`src/rtl/tri_drive_arbiter.sv`:
```
// Round-robin, hold-bounded owner arbitration feeding a shared tristate stage.
// Define TRI_DRIVE_TURNAROUND_EN to insert a one-cycle TURN gap on every owner change.
module tri_drive_arbiter #(
    parameter int DW       = 2,
    parameter int MAX_HOLD = 4
) (
    input  logic          clk,
    input  logic          rst,
    input  logic [1:0]    req,
    input  logic [DW-1:0] din0,
    input  logic [DW-1:0] din1,
    output logic          e,
    output logic [DW-1:0] i,
    output logic [1:0]    gnt,
    output logic          owner
);
    localparam int HW = $clog2(MAX_HOLD + 1);
    localparam logic [HW-1:0] HMAX = HW'(MAX_HOLD);

    typedef enum logic [1:0] {
        IDLE = 2'd0,
        OWN0 = 2'd1,
        OWN1 = 2'd2
`ifdef TRI_DRIVE_TURNAROUND_EN
        , TURN = 2'd3
`endif
    } state_t;

    state_t        state, state_nxt;
    logic [HW-1:0] hc;
    logic          cur, hand_off, owns_nxt;

    function automatic state_t own_of(input logic k);
        return k ? OWN1 : OWN0;
    endfunction

    // cur is only meaningful in OWNk; hand_off covers both release and preemption
    assign cur      = (state == OWN1);
    assign hand_off = !req[cur] || (hc == HMAX && req[~cur]);
    assign owns_nxt = (state_nxt == OWN0) || (state_nxt == OWN1);

    always_comb begin
        state_nxt = state;
        case (state)
            IDLE: begin
                if (req == 2'b11)  state_nxt = own_of(~owner);
                else if (req[0])   state_nxt = OWN0;
                else if (req[1])   state_nxt = OWN1;
            end
            OWN0, OWN1: begin
                if (hand_off) begin
                    if (!req[~cur]) state_nxt = IDLE;
`ifdef TRI_DRIVE_TURNAROUND_EN
                    else            state_nxt = TURN;
`else
                    else            state_nxt = own_of(~cur);
`endif
                end
            end
`ifdef TRI_DRIVE_TURNAROUND_EN
            // owner still names the previous holder, so the pending one is its opposite
            TURN: state_nxt = own_of(~owner);
`endif
            default: state_nxt = IDLE;
        endcase
    end

    always_ff @(posedge clk) begin
        if (rst) begin
            state <= IDLE;
            hc    <= '0;
            e     <= 1'b0;
            gnt   <= 2'b00;
            i     <= '0;
            owner <= 1'b1;
        end else begin
            state <= state_nxt;
            e     <= owns_nxt;
            gnt   <= {state_nxt == OWN1, state_nxt == OWN0};
            if (state_nxt == OWN0) begin
                i     <= din0;
                owner <= 1'b0;
            end else if (state_nxt == OWN1) begin
                i     <= din1;
                owner <= 1'b1;
            end
            if (!owns_nxt)
                hc <= '0;
            else if (state_nxt != state)
                hc <= HW'(1);
            else if (hc != HMAX)
                hc <= hc + 1'b1;
        end
    end
endmodule

```
`config.mk`:
```
export PLATFORM = sky130hd
export DESIGN_NAME = tri_drive_arbiter
export DESIGN_NICKNAME = d
export VERILOG_FILES = /design/src/rtl/tri_drive_arbiter.sv
export SDC_FILE = /design/constraint.sdc
export NUM_CORES = 1
export LEC_CHECK = 0
export CAP_MARGIN = 10
export CORE_MARGIN = 1
export CORE_UTILIZATION = 45
export DETAILED_ROUTE_END_ITERATION = 10
export GPL_TIMING_DRIVEN = 0
export PLACE_DENSITY = 0.73
export SYNTH_ARGS = -nofsm -noshare
export SYNTH_HDL_FRONTEND = slang
export SYNTH_SLANG_ARGS = --single-unit
```
`constraint.sdc`:
```
create_clock -name clk -period 2.3 [get_ports clk]
set_input_delay 0.46 -clock clk [delete_from_list [all_inputs] [get_ports clk]]
set_output_delay 0.46 -clock clk [all_outputs]
set_load 0.005 [all_outputs]
```
=== After elaboration in Yosys (flattened, before gate mapping) ===
Index checks and enable logic that the tools add are counted.

* Bits in registers: 11
* Input port bits: 8
* Output and inout port bits: 6
* Logic and storage cells: 48

* Add/subtract/negate cells: 1
* Order comparisons: 2
* Eq/ne operators: 8
* Mux-type cells: 18
* Bitwise logic cells: 2
* Reduce and logical (&&, ||, !) cells: 10

{| class="wikitable"
|+ Operators by type and width
! cell !! count
|-
| 2-bit two-way mux || 9
|-
| 1-bit two-way mux || 8
|-
| 2-bit == test (second input constant) || 3
|-
| 2-bit by 1-bit == test with 1-bit output (second input constant) || 2
|-
| 1-bit by 2-bit less-than comparator with 1-bit output (second input constant) || 2
|-
| 2-bit case mux with 2 select lines || 1
|-
| 2-bit nonzero test || 2
|-
| 2-bit OR reduction || 2
|-
| 3-bit by 1-bit adder with 3-bit output (second input constant) || 1
|-
| 3-bit == test (second input constant) || 1
|-
| 3-bit != test (second input constant) || 1
|-
| 3-bit OR reduction || 1
|-
| 2-bit logical NOT || 1
|-
| 1-bit logical OR || 2
|-
| 2-bit != test || 1
|-
| 1-bit NOT || 2
|-
| 1-bit logical AND || 1
|-
| 1-bit logical NOT || 1
|}

=== Depth between registers and ports, before layout ===
Gate-level depths: netlist of run 1.

* Depth after elaboration: 12
* Mapped depth: 11
* Depth with buffers taken out: 11

=== Worst setup path after synthesis of run 1 ===
No wires, ideal clock.

* Kind: flip-flop to flip-flop
* Start: register state[1]
* End: register hc[2]
* Setup time: 0.092 ns
* Arrival time: 2.379 ns
* Data required time: 2.208 ns
* Setup slack: -0.171 ns
* Stages on the path, launching flop included: 10
* Buffers on the path: 0
* Clock period less this slack: 2.471 ns
* Cells stage by stage: dfxtp_1 -> ha_1 -> mux2_2 -> o211ai_1 -> a21oi_1 -> or3_1 -> ha_1 -> nor2_1 -> o211ai_1 -> nor4_1

* Word-level cells in the longest chain between the ends: 11
* Elaborated cells on any way between the ends: 24
* Classes of those cells: eq/ne: 5; mux: 11; bitwise: 1; reduce/logical: 7

{| class="wikitable"
|+ RTL lines
! what !! line !! text
|-
| from (decl) || 29 || <nowiki>state_t state, state_nxt;</nowiki>
|-
| from (signal assigned) || 77 || <nowiki>state <= state_nxt;</nowiki>
|-
| 2-bit == test || 38, 44 ||
|-
| 1-bit two-way mux (on tied branches) (2 in series) || 39, 52 ||
|-
| 1-bit logical NOT or 1-bit logical AND (tied branches) || 39 || <nowiki>assign hand_off = !req[cur] || (hc == HMAX && req[~cur]);</nowiki>
|-
| 1-bit logical OR || 39 ||
|-
| 2-bit two-way mux || 51 || <nowiki>if (hand_off) begin</nowiki>
|-
| 2-bit case mux with 2 select lines || 44 || <nowiki>case (state)</nowiki>
|-
| 2-bit by 1-bit == test with 1-bit output or 2-bit == test (tied branches) || 40 || <nowiki>assign owns_nxt = (state_nxt == OWN0) || (state_nxt == OWN1);</nowiki>
|-
| 1-bit logical OR || 40 ||
|-
| 1-bit NOT (no source line) || - ||
|-
| 3-bit OR reduction (no source line) (*) || - ||
|-
| to (signal assigned) || 92 || <nowiki>hc <= hc + 1'b1;</nowiki>
|-
| to (decl) || 30 || <nowiki>logic [HW-1:0] hc;</nowiki>
|}

Mark *: on every way between the ends. The rest lies on a longest branch, timed or not. The select of a mux whose other input is x is not followed.
A chain may end at the register's enable or synchronous reset.

=== Worst setup path in the final report of run 1 ===
* Start: register state[0]
* End: register owner

* Word-level cells in the longest chain between the ends: 9
* Elaborated cells on any way between the ends: 22
* Classes of those cells: eq/ne: 4; mux: 12; reduce/logical: 6

{| class="wikitable"
|+ RTL lines
! what !! line !! text
|-
| 2-bit == test || 38, 44 ||
|-
| 1-bit two-way mux (on tied branches) (2 in series) || 39, 52 ||
|-
| 1-bit logical NOT or 1-bit logical AND (tied branches) || 39 ||
|-
| 1-bit logical OR || 39 ||
|-
| 2-bit two-way mux || 51 ||
|-
| 2-bit case mux with 2 select lines (*) || 44 ||
|-
| 2-bit by 1-bit == test with 1-bit output or 2-bit == test (tied branches) || 80, 83 ||
|-
| 1-bit two-way mux or 2-bit nonzero test (tied branches) || - ||
|-
| to (signal assigned) || 75 || <nowiki>owner <= 1'b1;</nowiki>
|-
| to (signal assigned) || 82 || <nowiki>owner <= 1'b0;</nowiki>
|-
| to (signal assigned) || 85 || <nowiki>owner <= 1'b1;</nowiki>
|-
| to (decl) || 15 || <nowiki>output logic owner</nowiki>
|}

Marks and branches as above.

==> impl_metrics.env, run 1 <==
export IMPL_switching_share_pct=37.1
export IMPL_max_stage_delay_ps=380
export IMPL_maxSlewViolCount=0
export IMPL_dp_slack_ps=-557
export IMPL_relSlewSlack_pct=65.2
export IMPL_die_x_um=43.9
export IMPL_synth_flop_cell="dfxtp_1"
export IMPL_ios=14
export IMPL_vias_per_cell=5.63
export IMPL_intPower_uw=738
export IMPL_core_region_area_mm2=0.00158
export IMPL_cts_hold_buf=0
export IMPL_finClkSkew_ps=3.77
export IMPL_postLayoutCellArea_mm2=0.00118
export IMPL_critPathTopFamily="adder cells"
export IMPL_dp_hpwl_um=1240
export IMPL_p_clk_share_pct=11.4
export IMPL_yosysUniqueCellTypes=37
export IMPL_power_density_mw_per_mm2=993
export IMPL_seq_power_share_pct=25.1
export IMPL_grt_ovfl_total=0
export IMPL_min_delay_path_class="flip-flop to flip-flop"
export IMPL_slowest_stage="dfxtp_4"
export IMPL_setup_ws_ps=92.5
export IMPL_grt_max_degree=11
export IMPL_drc=0
export IMPL_avgSynthCellArea_um2=9.09
export IMPL_layout_nets=131
export IMPL_synth_top_cells_by_count="dfxtp_1, ha_1, nor2_1"
export IMPL_drt_iter0_markers=14
export IMPL_synth_top_area_share_pct=27.8
export IMPL_worst_path_most_repeated_cell="ha_4"
export IMPL_finalCriticalPeriod_ps=2210
export IMPL_fmax_ghz=0.453
export IMPL_antenna_found_initial=0
export IMPL_clk_latency_ps=270
export IMPL_ys_seq_elements=11
export IMPL_fin_cells=131
export IMPL_ir_drop_mv=0.672
export IMPL_combPwrFrac_pct=63.5
export IMPL_power_switching_uw=436
export IMPL_synth_fp_nets=102
export IMPL_synth_area_leaders="dfxtp_1, ha_1, mux2i_1"
export IMPL_cap_violations=0
export IMPL_crit_chain="inv_4, ha_4, mux2_4, o211ai_1, a21oi_2, or3_4, ha_4, buf_4, mux2i_1, nand2b_1"
export IMPL_yosys_warnings=0
export IMPL_clk_pin_slew_worst_paths_ps=70
export IMPL_status="completed"
export IMPL_cts_root_buffer="clkbuf_4"
export IMPL_cts_path_max_buffers=2
export IMPL_routedWlPerCell_um=14.7
export IMPL_firstDrtPassIters=6
export IMPL_worst_pin_slew_ps=518
export IMPL_postRouteAntennaNets=0
export IMPL_rsz0062_at_grt="true"
export IMPL_cp_max_fo=5
export IMPL_placed_area_um2=970
export IMPL_dp_cells=116
export IMPL_crit_cells=10
export IMPL_cp_required_ps=2470
export IMPL_worstSetupPathType="flip-flop to flip-flop"
export IMPL_num_rows=14
export IMPL_start_util_pct=50.2
export IMPL_cts_buffers=3
export IMPL_dieArea_mm2=0.00193
export IMPL_insertedDiodeCount=0
export IMPL_portBuffers=13
export IMPL_finalCritPeriodShare_pct=96.0
export IMPL_final_core_util_pct=75.0
export IMPL_final_hold_viol_count=0
export IMPL_die_h_um=43.9
export IMPL_synthCells=87
export IMPL_crit_buf_inv=2
export IMPL_yosysSeqAreaShare_pct=27.8
export IMPL_synth_edf_count=0
export IMPL_htreeDepth=1
export IMPL_vias=737
export IMPL_final_layout_size_suffix_gt1_share_pct=38.3
export IMPL_syn_to_final_growth_pct=49.5
export IMPL_grt_usage_pct=19.1
export IMPL_grt_pass1_wl_um=2720
export IMPL_end_kind="flip-flop"
export IMPL_critical_path_arrival_ps=2380
export IMPL_startpoint_type="flip-flop"
export IMPL_async_reset_ff_share_pct=0
export IMPL_cts_tree="built"
export IMPL_synth_most_common_cell="dfxtp_1"
export IMPL_routabilityCongestion=0.812
export IMPL_synth_area_leader_cell="dfxtp_1"
export IMPL_p_leak_nw=0.465
export IMPL_finalSetupViolations=0
export IMPL_totalWireLength_um=1930
export IMPL_rr_worst_depth=10
export IMPL_min_path_cells=2
export IMPL_grt_pass1_vias=623
export IMPL_clock_sinks=11
export IMPL_synth_area_um2=791
## final timing paths
check	endpoint	startpoint	slack, ps
max reg2reg	owner	state[0]	90
max	owner	state[0]	90
min reg2reg	i[1]	i[1]	500
min	i[1]	i[1]	500
## power groups by stage
stage	logic, mW	registers [mW]	clock network (mW)
6_report	0.745	0.295	0.134
4_1_cts	0.610	0.292	0.136
3_5_place_dp	0.527	0.291	0
5_1_grt	0.807	0.302	0.142
2_1_floorplan	0.380	0.285	0
3_3_place_gp	0.521	0.289	0
## worst reg2reg max path, stage by stage, from the launching register on
cell and delay [ps]:
dfxtp_4 380, inv_4 50, ha_4 160, mux2_4 300
o211ai_1 100, a21oi_2 100, or3_4 350, ha_4 310
buf_4 120, mux2i_1 170, nand2b_1 60
## through the flow
step / hold slack, ps / setup TNS (ps) / power (mW)
final: 498 / 0 / 1.17
after global routing: 530 / -24.0 / 1.25
after CTS: 501 / 0 / 1.04
after detailed placement: 484 / -3020 / 0.818
after global placement: 475 / -2860 / 0.810
after floorplan: 482 / 0 / 0.666
## sequential cells by signal (all words and copies together) (netlist names)
name   flops
owner      1
i          2
e          1
gnt        2
state      2
hc         3
## cells by family (layout without fill, tap and decap cells)
family                   count (synthesis)  after routing  synth area share [%]
AND/OR/NAND/NOR                         32             32                  22.9
flip-flops                              11             11                  27.8
AO/OA/AOI/OAI                           20             20                  21.7
adder cells (fa/ha/maj)                  7              7                  11.1
XOR/XNOR                                 1              1                  1.11
multiplexers                             7              7                  9.18
buffers and inverters                    9             37                  6.17
## layer usage
| layer | vias up | GRT usage (%) | routed length, um |
|---|---|---|---|
| met2 | 16 | 33.1 | 962 |
| met4 | 0 | 1.82 | 23 |
| li1 | 374 | - | - |
| met3 | 2 | 6.67 | 69 |
| met5 | - | 0 | 0 |
| met1 | 345 | 23.8 | 870 |
## repair_timing
item | 4_1_cts | 5_1_grt
resized for setup | 14 | 16
pin swaps | 5 | 11
gates cloned | 0 | 0
endpoints found under the setup margin | 6 | 4
setup buffers | 4 | 8
## cells in the final DEF, fill, tap and decap left out, drive strengths merged, types with 2 or more instances in the layout
| cell type | count |
|---|---|
| buf | 14 |
| clkdlybuf4s50 | 11 |
| dfxtp | 11 |
| nor2 | 7 |
| ha | 7 |
| inv | 6 |
| mux2i | 5 |
| nor2b | 5 |
| nand2 | 4 |
| o21ai | 4 |
| nand2b | 3 |
| nor4 | 3 |
| clkbuf | 3 |
| a21oi | 3 |
| o211ai | 2 |
| a21boi | 2 |
| o31ai | 2 |
| nor3 | 2 |
| mux2 | 2 |
## area by class of cell
type,count,area (um2)
inverter,6,27.5
fill,121,394
clock inverter,1,5.00
buffer,2,22.5
multi-input combinational,67,636
sequential,11,230
clock buffer,3,22.5
timing repair buffer,25,219
tap,16,20.0
Power figures use the tool's default switching activity.
==> inputs of run 2 (changes only) <==
CTS_BUF_LIST = sky130_fd_sc_hd__clkbuf_4 sky130_fd_sc_hd__clkbuf_8   (was not set)
PLACE_DENSITY = 0.84   (was 0.73)
==> impl_metrics.env, run 2 (same netlist as run 1, synthesis figures left out) <==
export IMPL_whs_endpoint="i[0]"
export IMPL_postLayoutCellArea_mm2=0.00118
export IMPL_grt_usage_pct=21.4
export IMPL_relSlewSlack_pct=64.9
export IMPL_fill_cells=109
export IMPL_p_leak_nw=0.469
export IMPL_vias=765
export IMPL_seqCellArea_um2=230
export IMPL_fmax_ghz=0.446
export IMPL_final_layout_size_suffix_gt1_share_pct=35.9
export IMPL_reg2reg_slack_ps=60
export IMPL_clk_latency_ps=270
export IMPL_syn_to_final_growth_pct=48.7
export IMPL_layout_commonest_cell="buf_4"
export IMPL_maxSlewViolCount=0
export IMPL_grt_pass1_vias=651
export IMPL_grt_pass1_wl_um=2940
export IMPL_rsz0062_at_grt="true"
export IMPL_antenna_found_initial=0
export IMPL_num_rows=14
export IMPL_cts_path_max_buffers=2
export IMPL_min_delay_path_class="flip-flop to flip-flop"
export IMPL_cp_required_ps=2460
export IMPL_ios=14
export IMPL_finalCritPeriodShare_pct=97.5
export IMPL_finalCriticalPeriod_ps=2240
export IMPL_min_path_cells=2
export IMPL_setup_tns_ps=0
export IMPL_cts_buffers=3
export IMPL_multi_input_area_um2=618
export IMPL_cts_tree="built"
export IMPL_drt_iter0_markers=19
export IMPL_grt_ovfl_total=0
export IMPL_worstSetupPathType="flip-flop to flip-flop"
export IMPL_routabilityCongestion=0.778
export IMPL_portBuffers=13
export IMPL_placed_area_um2=970
export IMPL_cap_violations=0
export IMPL_postRouteAntennaNets=0
export IMPL_final_core_util_pct=74.6
export IMPL_grt_max_degree=11
export IMPL_holdWs_ps=500
export IMPL_start_util_pct=50.2
export IMPL_dieArea_mm2=0.00193
export IMPL_layout_nets=133
export IMPL_end_kind="flip-flop"
export IMPL_worst_pin_slew_ps=522
export IMPL_die_x_um=43.9
export IMPL_ir_drop_mv=0.597
export IMPL_largest_reg_flops=3
export IMPL_top_register="hc"
export IMPL_cts_hold_buf=0
export IMPL_clk_pin_slew_worst_paths_ps=60
export IMPL_htreeDepth=1
export IMPL_hp_start="i[0]"
export IMPL_finClkSkew_ps=2.12
export IMPL_critical_path_arrival_ps=2400
export IMPL_r2r_start="state[1]"
export IMPL_power_density_mw_per_mm2=1010
export IMPL_rr_worst_depth=10
export IMPL_dp_hpwl_um=1220
export IMPL_drc=0
export IMPL_clock_sinks=11
export IMPL_firstDrtPassIters=6
export IMPL_vias_per_cell=5.75
export IMPL_r2r_end="hc[0]"
export IMPL_mostFrequentLayoutCells="buf_4, clkdlybuf4s50_1, dfxtp_1, nor2_1, mux2i_1"
export IMPL_finalSetupViolations=0
export IMPL_final_hold_viol_count=0
export IMPL_status="completed"
export IMPL_totalWireLength_um=1970
export IMPL_cp_max_fo=5
export IMPL_insertedDiodeCount=0
export IMPL_routedWlPerCell_um=14.8
export IMPL_die_h_um=43.9
export IMPL_cts_root_buffer="clkbuf_4"
export IMPL_startpoint_type="flip-flop"
export IMPL_core_region_area_mm2=0.00158
run 2: cell count changes in the layout (fill, tap and decap cells not counted), sizes merged:
| cell | delta |
|---|---|
| clkinv | -1 |
| clkbuf | +1 |
| buf | +2 |
run 2: area by class of cell:
cell class,instances,area share (%)
inverters,6,2.13
repair buffers,26,19.3
multi-input cells,67,52.6
well taps,16,1.70
clock buffers,4,2.55
plain buffers,3,2.23
flip-flops and latches,11,19.6
run 2: repair_timing:
item | CTS | global route
setup buffers | 5 | 8
gates resized for setup | 12 | 13
pin swaps | 5 | 8
endpoints found under the setup margin | 6 | 4
run 2: how the worst max path moves through the flow:
stage	from	to	slack, ps	cells after the start
after floorplan	state[0]	hc[2]	20	10
after global placement	req[0]	hc[2]	-500	10
after detailed placement	req[0]	hc[2]	-580	10
after CTS	state[0]	hc[2]	10	10
after global routing	state[0]	hc[2]	-80	11
final	state[1]	hc[0]	60	10
run 2: where the power goes:
part	switching (mW)	total [mW]	internal [mW]	leakage [nW]
Combinational	0.322	0.749	0.427	0.358
Clock	0.0656	0.145	0.0791	0.0184
Sequential	0.0397	0.291	0.251	0.0924
Total	0.427	1.18	0.757	0.469
run 2: critical path, cell delays in order (launching register included):
cell	delay [ps]
dfxtp_4	390
inv_2	70
ha_4	290
nand2_2	60
o221a_4	240
or3_4	380
ha_4	300
nor2_4	40
buf_4	130
buf_4	130
o41a_1	90
run 2: stage by stage:
stage	setup slack, ps	power, mW	std cells
finish	58.3	1.18	133
global placement	-495	0.803	116
detailed placement	-584	0.822	116
global route	-83.3	1.28	133
CTS	10.9	1.06	125
floorplan	22.6	0.666	87
run 2: routing by layer:
| metal | share of wire [%] | up-vias | wire length (um) | GRT usage, % |
|---|---|---|---|---|
| met4 | 2.6 | 0 | 52 | 10.9 |
| met5 | 0 | - | 0 | 0 |
| met1 | 44 | 361 | 864 | 27.6 |
| met3 | 3.8 | 7 | 74 | 7.50 |
| li1 | - | 379 | - | - |
| met2 | 50 | 18 | 973 | 31.3 |
